File: config.mk
export PLATFORM = sky130hd
export DESIGN_NAME = inst_rom_server_flat
export DESIGN_NICKNAME = d
export VERILOG_FILES = /design/src/rtl/inst_rom_server_if.sv /design/src/rtl/inst_rom_server.sv /design/src/flat_wrapper.sv
export SDC_FILE = /design/constraint.sdc
export NUM_CORES = 1
export LEC_CHECK = 0
export ABC_AREA = 1
export CORE_MARGIN = 2
export CORE_UTILIZATION = 54
export DETAILED_ROUTE_END_ITERATION = 8
export GPL_ROUTABILITY_DRIVEN = 0
export GPL_TIMING_DRIVEN = 0
export PLACE_DENSITY = 0.76
export SLEW_MARGIN = 25
export SYNTH_ARGS = -nofsm -noshare
export SYNTH_HDL_FRONTEND = slang
export SYNTH_SLANG_ARGS = --single-unit
File: constraint.sdc
create_clock -name clk -period 1.54 [get_ports clk]
set_input_delay 0.308 -clock clk [delete_from_list [all_inputs] [get_ports clk]]
set_output_delay 0.308 -clock clk [all_outputs]
set_load 0.005 [all_outputs]
File: src/rtl/inst_rom_server_if.sv
// inst_rom_server_if
//   Bundles the two buses that meet at the instruction ROM server.
//   - Program-load stream from the board loader:
//       prog_valid, prog_data, prog_last in; prog_ready back.
//   - Fetch port from the processor core:
//       rd_en, address in; instruction, inst_valid, addr_err back.
//   - Control: reload in; running back.
//   Modports:
//   - master: the loader/core side, which drives the requests.
//   - slave:  the ROM server itself.
interface inst_rom_server_if #(
  parameter int DATA_W = 8,
  parameter int ADDR_W = 2
) ();
  logic              prog_valid;
  logic [DATA_W-1:0] prog_data;
  logic              prog_last;
  logic              prog_ready;
  logic              reload;
  logic              running;
  logic              rd_en;
  logic [ADDR_W-1:0] address;
  logic [DATA_W-1:0] instruction;
  logic              inst_valid;
  logic              addr_err;

  modport master (
    output prog_valid, prog_data, prog_last, reload, rd_en, address,
    input  prog_ready, running, instruction, inst_valid, addr_err
  );

  modport slave (
    input  prog_valid, prog_data, prog_last, reload, rd_en, address,
    output prog_ready, running, instruction, inst_valid, addr_err
  );
endinterface

File: src/rtl/inst_rom_server.sv
// inst_rom_server
//   Small instruction memory that sits between the program loader and the
//   core's fetch port.
//   - LOAD: after reset it accepts a program image, one word per accepted
//     beat.
//   - RUN: it then serves registered reads with one cycle of latency.
//   - reload in RUN returns it to LOAD for a new image. Words that a
//     shorter new image does not write keep their old contents.
//   Ports:
//     clk    rising-edge system clock
//     reset  asynchronous, active-low reset
//     bus    inst_rom_server_if.slave; carries the load stream, the fetch
//            port and reload/running
module inst_rom_server #(
  parameter int                DATA_W  = 8,
  parameter int                ADDR_W  = 2,
  parameter int                DEPTH   = 4,
  parameter logic [DATA_W-1:0] NOP_VAL = '0
) (
  input logic               clk,
  input logic               reset,
  inst_rom_server_if.slave  bus
);

  localparam int PTR_W = (DEPTH > 1) ? $clog2(DEPTH) : 1;

  localparam logic [0:0] ST_LOAD = 1'b0;
  localparam logic [0:0] ST_RUN  = 1'b1;

  logic [0:0]        state;
  logic [PTR_W-1:0]  wr_ptr;
  logic [DATA_W-1:0] mem [DEPTH];
  logic [DATA_W-1:0] instruction_q;
  logic              inst_valid_q;
  logic              addr_err_q;

  logic beat;
  logic last_beat;
  logic addr_oor;

  assign beat      = (state == ST_LOAD) && bus.prog_valid;
  // A full image ends the load even when prog_last is never asserted.
  assign last_beat = bus.prog_last || (wr_ptr == PTR_W'(DEPTH - 1));
  // Widen by one bit so that DEPTH == 2**ADDR_W is representable.
  assign addr_oor  = ({1'b0, bus.address} >= (ADDR_W + 1)'(DEPTH));

  // NOTE: the storage array is reset along with the control state because a
  // reset must restore every word to NOP_VAL, so it cannot map to a RAM macro.
  always_ff @(posedge clk or negedge reset) begin
    if (!reset) begin
      state         <= ST_LOAD;
      wr_ptr        <= '0;
      instruction_q <= NOP_VAL;
      inst_valid_q  <= 1'b0;
      addr_err_q    <= 1'b0;
      for (int i = 0; i < DEPTH; i++) begin
        mem[i] <= NOP_VAL;
      end
    end else begin
      // Both flags are single-cycle pulses. They drop unless a read
      // completes this cycle.
      inst_valid_q <= 1'b0;
      addr_err_q   <= 1'b0;
      case (state)
        ST_LOAD: begin
          if (beat) begin
            mem[wr_ptr] <= bus.prog_data;
            if (last_beat) begin
              state  <= ST_RUN;
              wr_ptr <= '0;
            end else begin
              wr_ptr <= wr_ptr + 1'b1;
            end
          end
        end
        default: begin
          // reload wins over a simultaneous fetch. The fetch is dropped and
          // the instruction register holds its value.
          if (bus.reload) begin
            state  <= ST_LOAD;
            wr_ptr <= '0;
          end else if (bus.rd_en) begin
            instruction_q <= addr_oor ? NOP_VAL : mem[bus.address];
            inst_valid_q  <= 1'b1;
            addr_err_q    <= addr_oor;
          end
        end
      endcase
    end
  end

  assign bus.prog_ready  = (state == ST_LOAD);
  assign bus.running     = (state == ST_RUN);
  assign bus.instruction = instruction_q;
  assign bus.inst_valid  = inst_valid_q;
  assign bus.addr_err    = addr_err_q;

endmodule

File: src/flat_wrapper.sv
// flat-port wrapper written by rule: the top's interface ports become plain ports
module inst_rom_server_flat 
#(
  parameter int                DATA_W  = 8,
  parameter int                ADDR_W  = 2,
  parameter int                DEPTH   = 4,
  parameter logic [DATA_W-1:0] NOP_VAL = '0
)
  (clk, reset, bus_prog_valid, bus_prog_data, bus_prog_last, bus_reload, bus_rd_en, bus_address, bus_prog_ready, bus_running, bus_instruction, bus_inst_valid, bus_addr_err);
  inst_rom_server_if #(.DATA_W(DATA_W), .ADDR_W(ADDR_W)) bus_i ();
  input logic clk;
  input logic reset;
  input wire logic [$bits(bus_i.prog_valid)-1:0] bus_prog_valid;
  input wire logic [$bits(bus_i.prog_data)-1:0] bus_prog_data;
  input wire logic [$bits(bus_i.prog_last)-1:0] bus_prog_last;
  input wire logic [$bits(bus_i.reload)-1:0] bus_reload;
  input wire logic [$bits(bus_i.rd_en)-1:0] bus_rd_en;
  input wire logic [$bits(bus_i.address)-1:0] bus_address;
  output wire logic [$bits(bus_i.prog_ready)-1:0] bus_prog_ready;
  output wire logic [$bits(bus_i.running)-1:0] bus_running;
  output wire logic [$bits(bus_i.instruction)-1:0] bus_instruction;
  output wire logic [$bits(bus_i.inst_valid)-1:0] bus_inst_valid;
  output wire logic [$bits(bus_i.addr_err)-1:0] bus_addr_err;
  assign bus_i.prog_valid = bus_prog_valid;
  assign bus_i.prog_data = bus_prog_data;
  assign bus_i.prog_last = bus_prog_last;
  assign bus_i.reload = bus_reload;
  assign bus_i.rd_en = bus_rd_en;
  assign bus_i.address = bus_address;
  assign bus_prog_ready = bus_i.prog_ready;
  assign bus_running = bus_i.running;
  assign bus_instruction = bus_i.instruction;
  assign bus_inst_valid = bus_i.inst_valid;
  assign bus_addr_err = bus_i.addr_err;
  inst_rom_server #(.DATA_W(DATA_W), .ADDR_W(ADDR_W), .DEPTH(DEPTH), .NOP_VAL(NOP_VAL)) u_core (.clk(clk), .reset(reset), .bus(bus_i));
endmodule
Yosys cells after proc, flatten, opt, wreduce, memory -nomap -nowiden
Index checks and enable logic that the tools add are counted.
{"block": "word_totals", "ff_bits": 44, "input_bits": 16, "out_inout_bits": 12, "word_cells": 42}
{"block": "op_classes", "addsub": 1, "n_lt_le_gt_ge": 3, "n_eq_ne": 2, "n_mux": 17, "bitwise_logic": 4, "reduce_logical": 7}
{"op": "$bwmux W32", "n": 1}
{"op": "$mux W8", "n": 3}
{"op": "$bmux W8 S2", "n": 1}
{"op": "$demux W8 S2", "n": 1}
{"op": "$mux W2", "n": 4}
{"op": "$mux W1", "n": 7}
{"op": "$ge A3 B3 Y1 const B", "n": 2}
{"op": "$not A2 Y3", "n": 2}
{"op": "$reduce_and A2 Y1", "n": 2}
{"op": "$lt A3 B1 Y1 const B", "n": 1}
{"op": "$reduce_and A3 Y1", "n": 1}
{"op": "$add A2 B1 Y2 const B", "n": 1}
{"op": "$eq A2 B2 Y1 const B", "n": 1}
{"op": "$logic_and A1 B1 Y1", "n": 2}
{"op": "$ne A2 B2 Y1 const B", "n": 1}
{"op": "$not A1 Y1", "n": 2}
{"op": "$reduce_bool A2 Y1", "n": 1}
{"op": "$logic_or A1 B1 Y1", "n": 1}

Logic depth before layout (Yosys ltp)
Gate-level depths: netlist of the first run.
{"block": "depth", "word_depth": 6, "mapped_depth": 8}

Worst setup path before layout of the first run
Ideal clock, no wire load.
{"block": "synth_timing", "path_type": "reg2reg", "from": "reg u_core.wr_ptr[0]", "to": "reg u_core.mem[13] (netlist name)", "arrival_time_ns": 0.983, "required_time_ns": 1.421, "path_slack_ns": 0.438, "path_stages_with_launch": 7, "n_path_buf": 1, "synth_period_minus_slack_ns": 1.102, "path_cell_list": "dfrtp_1 > inv_1 > ha_1 > nand2_4 > buf_6 > nand2_1 > o21ai_2"}
{"block": "synth_via", "elab_chain_cells": 6, "word_cells_on_any_way": 7}
{"element": "start, declared", "line": "inst_rom_server.sv:31", "rtl": "logic [PTR_W-1:0] wr_ptr;"}
{"element": "start signal, assigned", "line": "inst_rom_server.sv:72", "rtl": "wr_ptr <= wr_ptr + 1'b1;"}
{"element": "$not A2 Y3 (not written as such) *", "line": "inst_rom_server.sv:67", "rtl": "mem[wr_ptr] <= bus.prog_data;"}
{"element": "$ge A3 B3 Y1 (not written as such) or $lt A3 B1 Y1 (tied branches)", "line": "inst_rom_server.sv:67"}
{"element": "$logic_and A1 B1 Y1 (not written as such)", "line": "inst_rom_server.sv:67"}
{"element": "$mux W8 (not written as such)", "line": "inst_rom_server.sv:67"}
{"element": "$demux W8 S2 *", "line": "inst_rom_server.sv:67"}
{"element": "$bwmux W32 *", "line": "inst_rom_server.sv:67"}
{"element": "end signal, assigned by index", "line": "inst_rom_server.sv:67"}
{"element": "end, declared", "line": "inst_rom_server.sv:32", "rtl": "logic [DATA_W-1:0] mem [DEPTH];"}
Every way passes the cells marked *; elsewhere a longest branch is shown, timed or not.
A chain may end at the register's enable or synchronous reset.

Final worst setup path of the first run
{"block": "layout_timing", "from": "reg u_core.state (netlist: u_core.bus.running)", "to": "out bus_running"}
{"element": "start, declared", "line": "inst_rom_server.sv:30", "rtl": "logic [0:0] state;"}
{"element": "start signal, assigned", "line": "inst_rom_server.sv:51", "rtl": "state <= ST_LOAD;"}
{"element": "start signal, assigned", "line": "inst_rom_server.sv:69", "rtl": "state <= ST_RUN;"}
{"element": "start signal, assigned", "line": "inst_rom_server.sv:80", "rtl": "state <= ST_LOAD;"}
{"element": "end, declared", "line": "flat_wrapper.sv:20", "rtl": "output wire logic [$bits(bus_i.running)-1:0] bus_running;"}
No word-level cell between the ends.

==> results of run 1 <==
layer usage:
metal | wire length (um) | global-route usage [%] | vias up | part of all wire (%)
li1 | - | - | 877 | -
met1 | 1860 | 26.8 | 730 | 46
met4 | 68 | 8.16 | 0 | 1.7
met5 | 0 | 0 | - | 0
met3 | 203 | 5.00 | 9 | 5.1
met2 | 1880 | 36.4 | 42 | 47
cell families after synthesis:
family / share of synthesized area (%)
buffers and inverters: 12.7
AOI/OAI and AO/OA: 9.63
DFF: 51.1
adders and majority gates: 2.32
other: 0.174
and+or+nand+nor: 24.1
registers in the layout (all words and copies together), names as in the netlist:
signal and cells:
u_core.bus.inst_valid 1, u_core.wr_ptr 2, u_core.bus.running 1, u_core.bus.instruction 8, u_core.mem 32
what timing repair did:
item                                    4_1_cts  5_1_grt
hold buffers                                  1        0
buffers inserted                              2        1
endpoints found under the hold margin        13        0
gates resized for setup                       1        0
endpoints found under the setup margin        1        1
pin swaps                                     0        0
per-stage QoR:
step | TNS [ns] | util [%] | total power [mW] | setup slack (ns)
5_1_grt | 0 | 69.3 | 4.22 | 0.00742
3_5_place_dp | -0.0138 | 66.0 | 3.15 | -0.0138
6_report | 0 | 69.3 | 3.88 | 0.0414
2_1_floorplan | 0 | - | 2.72 | 0.438
4_1_cts | 0 | 69.1 | 3.90 | 0.0453
3_3_place_gp | -42.93 | 65.6 | 3.10 | -0.978
path summary, 6_finish.rpt:
check	start	endpoint	slack (ns)
max	u_core.bus.running$_DFF_PN0_	bus_running	0.04
max reg2reg	u_core.bus.running$_DFF_PN0_	u_core.bus.instruction[0]$_DFFE_PN0P_	0.18
min	reset	u_core.mem[20]$_DFFE_PN0P_	0.44
min reg2reg	u_core.bus.instruction[6]$_DFFE_PN0P_	u_core.bus.instruction[6]$_DFFE_PN0P_	0.48
max in group asynchronous	reset	u_core.bus.inst_valid$_DFF_PN0_	0.65
min in group clk	bus_address[0]	u_core.bus.instruction[7]$_DFFE_PN0P_	0.44
layout by cell type, fill, tap and decap left out:
master,n
o21ai_2,7
buf_12,1
nand3_1,18
buf_2,3
conb_1,1
dlygate4sd3_1,1
clkbuf_8,6
ha_1,4
buf_4,4
inv_2,2
nand2_4,5
o21ai_1,25
clkbuf_1,2
inv_1,44
nand3_2,1
nand2_1,96
inv_8,1
clkinv_1,1
nor2_1,1
dlygate4sd2_1,1
buf_6,6
clkdlybuf4s50_1,22
dfrtp_1,44
o22ai_1,1
o21ai_0,3
cells in the mapped netlist (all sizes together):
master  count
nand3      19
dfrtp      44
conb        1
inv        47
nor2        1
o22ai       1
ha          4
nand2     101
buf         9
clkinv      1
o21ai      35
cell type report:
| cell class | instances | area (um2) | area share (%) |
|---|---|---|---|
| plain buffers | 9 | 85.1 | 3.28 |
| clock buffers | 8 | 90.1 | 3.47 |
| flip-flops and latches | 44 | 1100 | 42.5 |
| repair buffers | 29 | 287 | 11.1 |
| inverters | 48 | 188 | 7.24 |
| well taps | 48 | 60.1 | 2.32 |
| multi-input cells | 162 | 782 | 30.2 |
power groups by stage:
stage	clock network (mW)	registers (mW)	logic, mW
6_report	0.729	1.86	1.29
5_1_grt	0.786	1.92	1.51
4_1_cts	0.747	1.86	1.30
3_5_place_dp	0	1.88	1.27
3_3_place_gp	0	1.87	1.23
2_1_floorplan	0	1.86	0.861
==> metrics.txt, run 1 <==
status=complete, no violations; DRT iter0 DRCs=80; vias in the first global route=1,614; Row Count=22; GR Overflow Total=0; Required @ worst endpoint=1.23 ns; Worst-path clk slew=0.08 ns; Synth area leaders=dfrtp_1 (51%), nand2_1 (17%), inv_1 (7.7%); Synth Area per Inst=8.20 um2; first-pass GRT wire length=7.13 mm; nets=319; Residual DRC=0; Clock Sink Count=44; CP Max Fanout=3; synthesis-to-finish area growth=20.3%; Synth top area share=51.1%; fin area=0.00259 mm2; sequential fraction of the synthesis area=51.1%; Die X=67.2 um; Worst Clk Skew=0.00872 ns; drt total wl=4.01 mm; # diodes=0; Detail Route Antenna Nets=0; Placed Cells=336; cells after synthesis=263; Final Hold Vio Count=0; drt wl/cell=11.5 um; Filler Cell Count=304; total CTS buffers=5; Synth Cell Area=0.00216 mm2; H-tree lvl count=2; IO Count=28; Post-DP HPWL=2.87 mm; CTS tree=built; Clock power frac=18.8%; Initial Util=57.6%; Max clock buf depth=2; Distinct cells, synth=19; CTS root buffer=clkbuf_8; vias per cell=4.76; Seq pwr share=48.0%; share of cells above drive strength 1=12.0%; area leader, netlist=dfrtp_1; drt first pass iters=4; Pwr per Cell Area=1500 mW/mm2; largest net degree at the start of global routing=32; sw frac=32.4%; Arr. time, crit path=1.19 ns; Setup crit end kind=output pin; Placement Cell Area=0.00247 mm2; initial antenna violation count=0; Core ar.=0.00374 mm2; Max stage delay on crit path=0.51 ns; via count=1,658; Reg2Reg Depth=6; max cap viols=0; Mapped Nets=283; Synth Warn #=0; Worst-Skew Late Latency=0.30 ns; crit-path cells=clkdlybuf4s50_1; Crit path max-delay family=buffers and inverters; Pint=2.62 mW; Leak=1.40 nW; PortBufs=24; Crit path depth=1; RSZ-0062 raised after global routing=no; #FFs+latches synth=44; Final period util=97.3%; Pins Over Slew Limit=0; gr usage total=21.5%; min-delay worst type=input pin to async pin; power share of the combinational group=33.2%; Die ar.=0.00451 mm2; Worst Setup Start Kind=flip-flop; CP max-delay cell=clkdlybuf4s50_1; fin cells=348; worst vdd ir=0.000932 V; Fmax=0.667 GHz; Die H=67.2 um; WS Path Type=flip-flop to output pin; Net Switching=1.26 mW; Period minus WS final=1.50 ns; hold slack=0.436 ns; Final Setup Violations=0; CP bufs+invs=1
(Power assumes the default switching activity.)
==> run 2, diff against run 1 <==
--- a/config.mk
+++ b/config.mk
@@ -6,12 +6,13 @@
 export NUM_CORES = 1
 export LEC_CHECK = 0
 export ABC_AREA = 1
-export CORE_MARGIN = 2
-export CORE_UTILIZATION = 54
+export CORE_MARGIN = 4
+export CORE_UTILIZATION = 30
 export DETAILED_ROUTE_END_ITERATION = 8
 export GPL_ROUTABILITY_DRIVEN = 0
 export GPL_TIMING_DRIVEN = 0
-export PLACE_DENSITY = 0.76
+export HOLD_SLACK_MARGIN = 0.12
+export PLACE_DENSITY = 0.47
 export SLEW_MARGIN = 25
 export SYNTH_ARGS = -nofsm -noshare
 export SYNTH_HDL_FRONTEND = slang
==> metrics.txt, run 2 (same netlist as run 1, synthesis figures left out) <==
hold slack=0.426 ns (-0.00919 ns); Place WS=-0.0629 ns (-0.0490 ns); fin area=0.00263 mm2 (+1.4%); Final Setup Violations=0 (unchanged); CTS tree=built; Pwr per Cell Area=1490 mW/mm2 (-0.71%); Leak=1.39 nW (-0.97%); gr usage total=12.0% (-9.5 points); Initial Util=31.4% (-26 points); CP Max Fanout=3 (unchanged); GR Overflow Total=0 (unchanged); Period minus WS final=1.49 ns (-0.00623 ns); Pins Over Slew Limit=0 (unchanged); RSZ-0062 raised after global routing=no; largest net degree at the start of global routing=45 (+41%); drt total wl=4.76 mm (+19%); # diodes=0 (unchanged); CTS root buffer=clkbuf_8; Worst-path clk slew=0.08 ns (about the same); Worst Setup Start Kind=flip-flop; vias per cell=4.15 (-13%); Worst Clk Skew=0.00601 ns (-0.00271 ns); max reg flops=32 (unchanged); Slew HR=61.1%; H-tree lvl count=2 (unchanged); min-delay worst type=input pin to flip-flop; WS Path Type=flip-flop to output pin; commonest non-fill, non-tap cells in the layout=nand2_1 (96), inv_1 (44), dfrtp_1 (44); Post-DP HPWL=3.27 mm (+14%); PortBufs=24 (unchanged); worst vdd ir=0.000425 V (-54%); via count=1,636 (-1.3%); Die H=92.8 um (+38%); drt first pass iters=4 (unchanged); IO Count=28 (unchanged); Clock Sink Count=44 (unchanged); commonest non-fill, non-tap cell in the layout=nand2_1; nets=317 (-0.63%); total CTS buffers=5 (unchanged); Largest Register=u_core.mem; Placement Cell Area=0.00251 mm2 (+1.7%); Filler Cell Count=756 (+150%); Die ar.=0.00861 mm2 (+91%); Core ar.=0.00687 mm2 (+83%); Worst-Skew Late Latency=0.29 ns (about the same); Tot Pwr=3.90 mW (+0.63%); Arr. time, crit path=1.18 ns (about the same); Max clock buf depth=2 (unchanged); vias in the first global route=1,603 (-0.68%); Required @ worst endpoint=1.23 ns (about the same); Fmax=0.670 GHz (+0.42%); first-pass GRT wire length=8.07 mm (+13%); Max stage delay on crit path=0.51 ns (about the same); Setup crit end kind=output pin; CP max-delay cell=clkdlybuf4s50_1; Die X=92.8 um (+38%); Detail Route Antenna Nets=0 (unchanged); share of cells above drive strength 1=11.4% (-0.59 points); drt wl/cell=12.1 um (+4.9%); synthesis-to-finish area growth=21.9%; max cap viols=0 (unchanged); status=complete, no violations; Crit path max-delay family=buffers and inverters; crit-path cells=clkdlybuf4s50_1; Final Hold Vio Count=0 (unchanged); initial antenna violation count=0 (unchanged); Final period util=96.9% (-0.40 points); CP bufs+invs=1 (unchanged); DRT iter0 DRCs=67 (-16%); Residual DRC=0 (unchanged); Worst Tran Pin Value=0.584 ns; worst setup margin=0.0476 ns (+0.00623 ns); Register Area=0.00110 mm2 (unchanged); post-layout util=38.3% (-31 points); Multi-input gate area=782 um2 (unchanged); Row Count=30 (+36%)
run 2: what timing repair did:
| action | 4_1_cts | 5_1_grt |
|---|---|---|
| hold buffers | 1 | 0 |
| hold endpoints to repair | 44 | 0 |
| setup buffers | 2 | 0 |
| resized for setup | 1 | 0 |
| endpoints found under the setup margin | 1 | 0 |
run 2: area by class of cell:
type,count,area share [%]
sequential,44,41.9
buffer,9,3.24
tap,96,4.57
timing repair buffer,27,9.95
clock buffer,8,3.43
multi-input combinational,162,29.8
inverter,48,7.14
run 2: worst paths after layout:
| path | from | to | slack (ns) | cells after the start |
|---|---|---|---|---|
| worst max-delay path | u_core.bus.running$_DFF_PN0_ | bus_running | 0.05 | 1 |
| worst min register to register | u_core.bus.instruction[1]$_DFFE_PN0P_ | u_core.bus.instruction[1]$_DFFE_PN0P_ | 0.48 | 2 |
| min in group asynchronous | reset | u_core.mem[5]$_DFFE_PN0P_ | 0.55 | 2 |
| worst min-delay path | bus_address[0] | u_core.bus.instruction[0]$_DFFE_PN0P_ | 0.43 | 6 |
| worst max register to register | u_core.bus.running$_DFF_PN0_ | u_core.bus.instruction[6]$_DFFE_PN0P_ | 0.29 | 5 |
| max in group asynchronous | reset | u_core.mem[8]$_DFFE_PN0P_ | 0.60 | 2 |
run 2: tightest hold or removal path, stage by stage:
cell and delay [ns]:
buf_6 0.11, nand2_1 0.06, nand3_1 0.08, nand2_1 0.05, nand2_1 0.05, nand2_1 0.04
run 2: layer usage:
metal | vias up | part of all wire [%] | track usage (%) | wire [um]
met5 | - | 0 | 0 | 0
met4 | 0 | 0.61 | 3.30 | 29
met3 | 4 | 3.8 | 2.60 | 179
met2 | 23 | 45 | 19.2 | 2130
met1 | 747 | 51 | 16.4 | 2420
li1 | 862 | - | - | -
run 2: where the power goes:
part / internal (mW) / switching [mW] / leakage, nW / total [mW]
clock network: 0.367 / 0.398 / 0.0455 / 0.765
registers: 1.63 / 0.239 / 0.561 / 1.87
logic: 0.618 / 0.652 / 0.783 / 1.27
run 2: metrics by stage:
stage                     cells  setup TNS [ns]
final                       394               0
after global routing        394               0
after CTS                   394               0
after detailed placement    383          -0.440
after global placement      383          -52.20
after floorplan             263               0
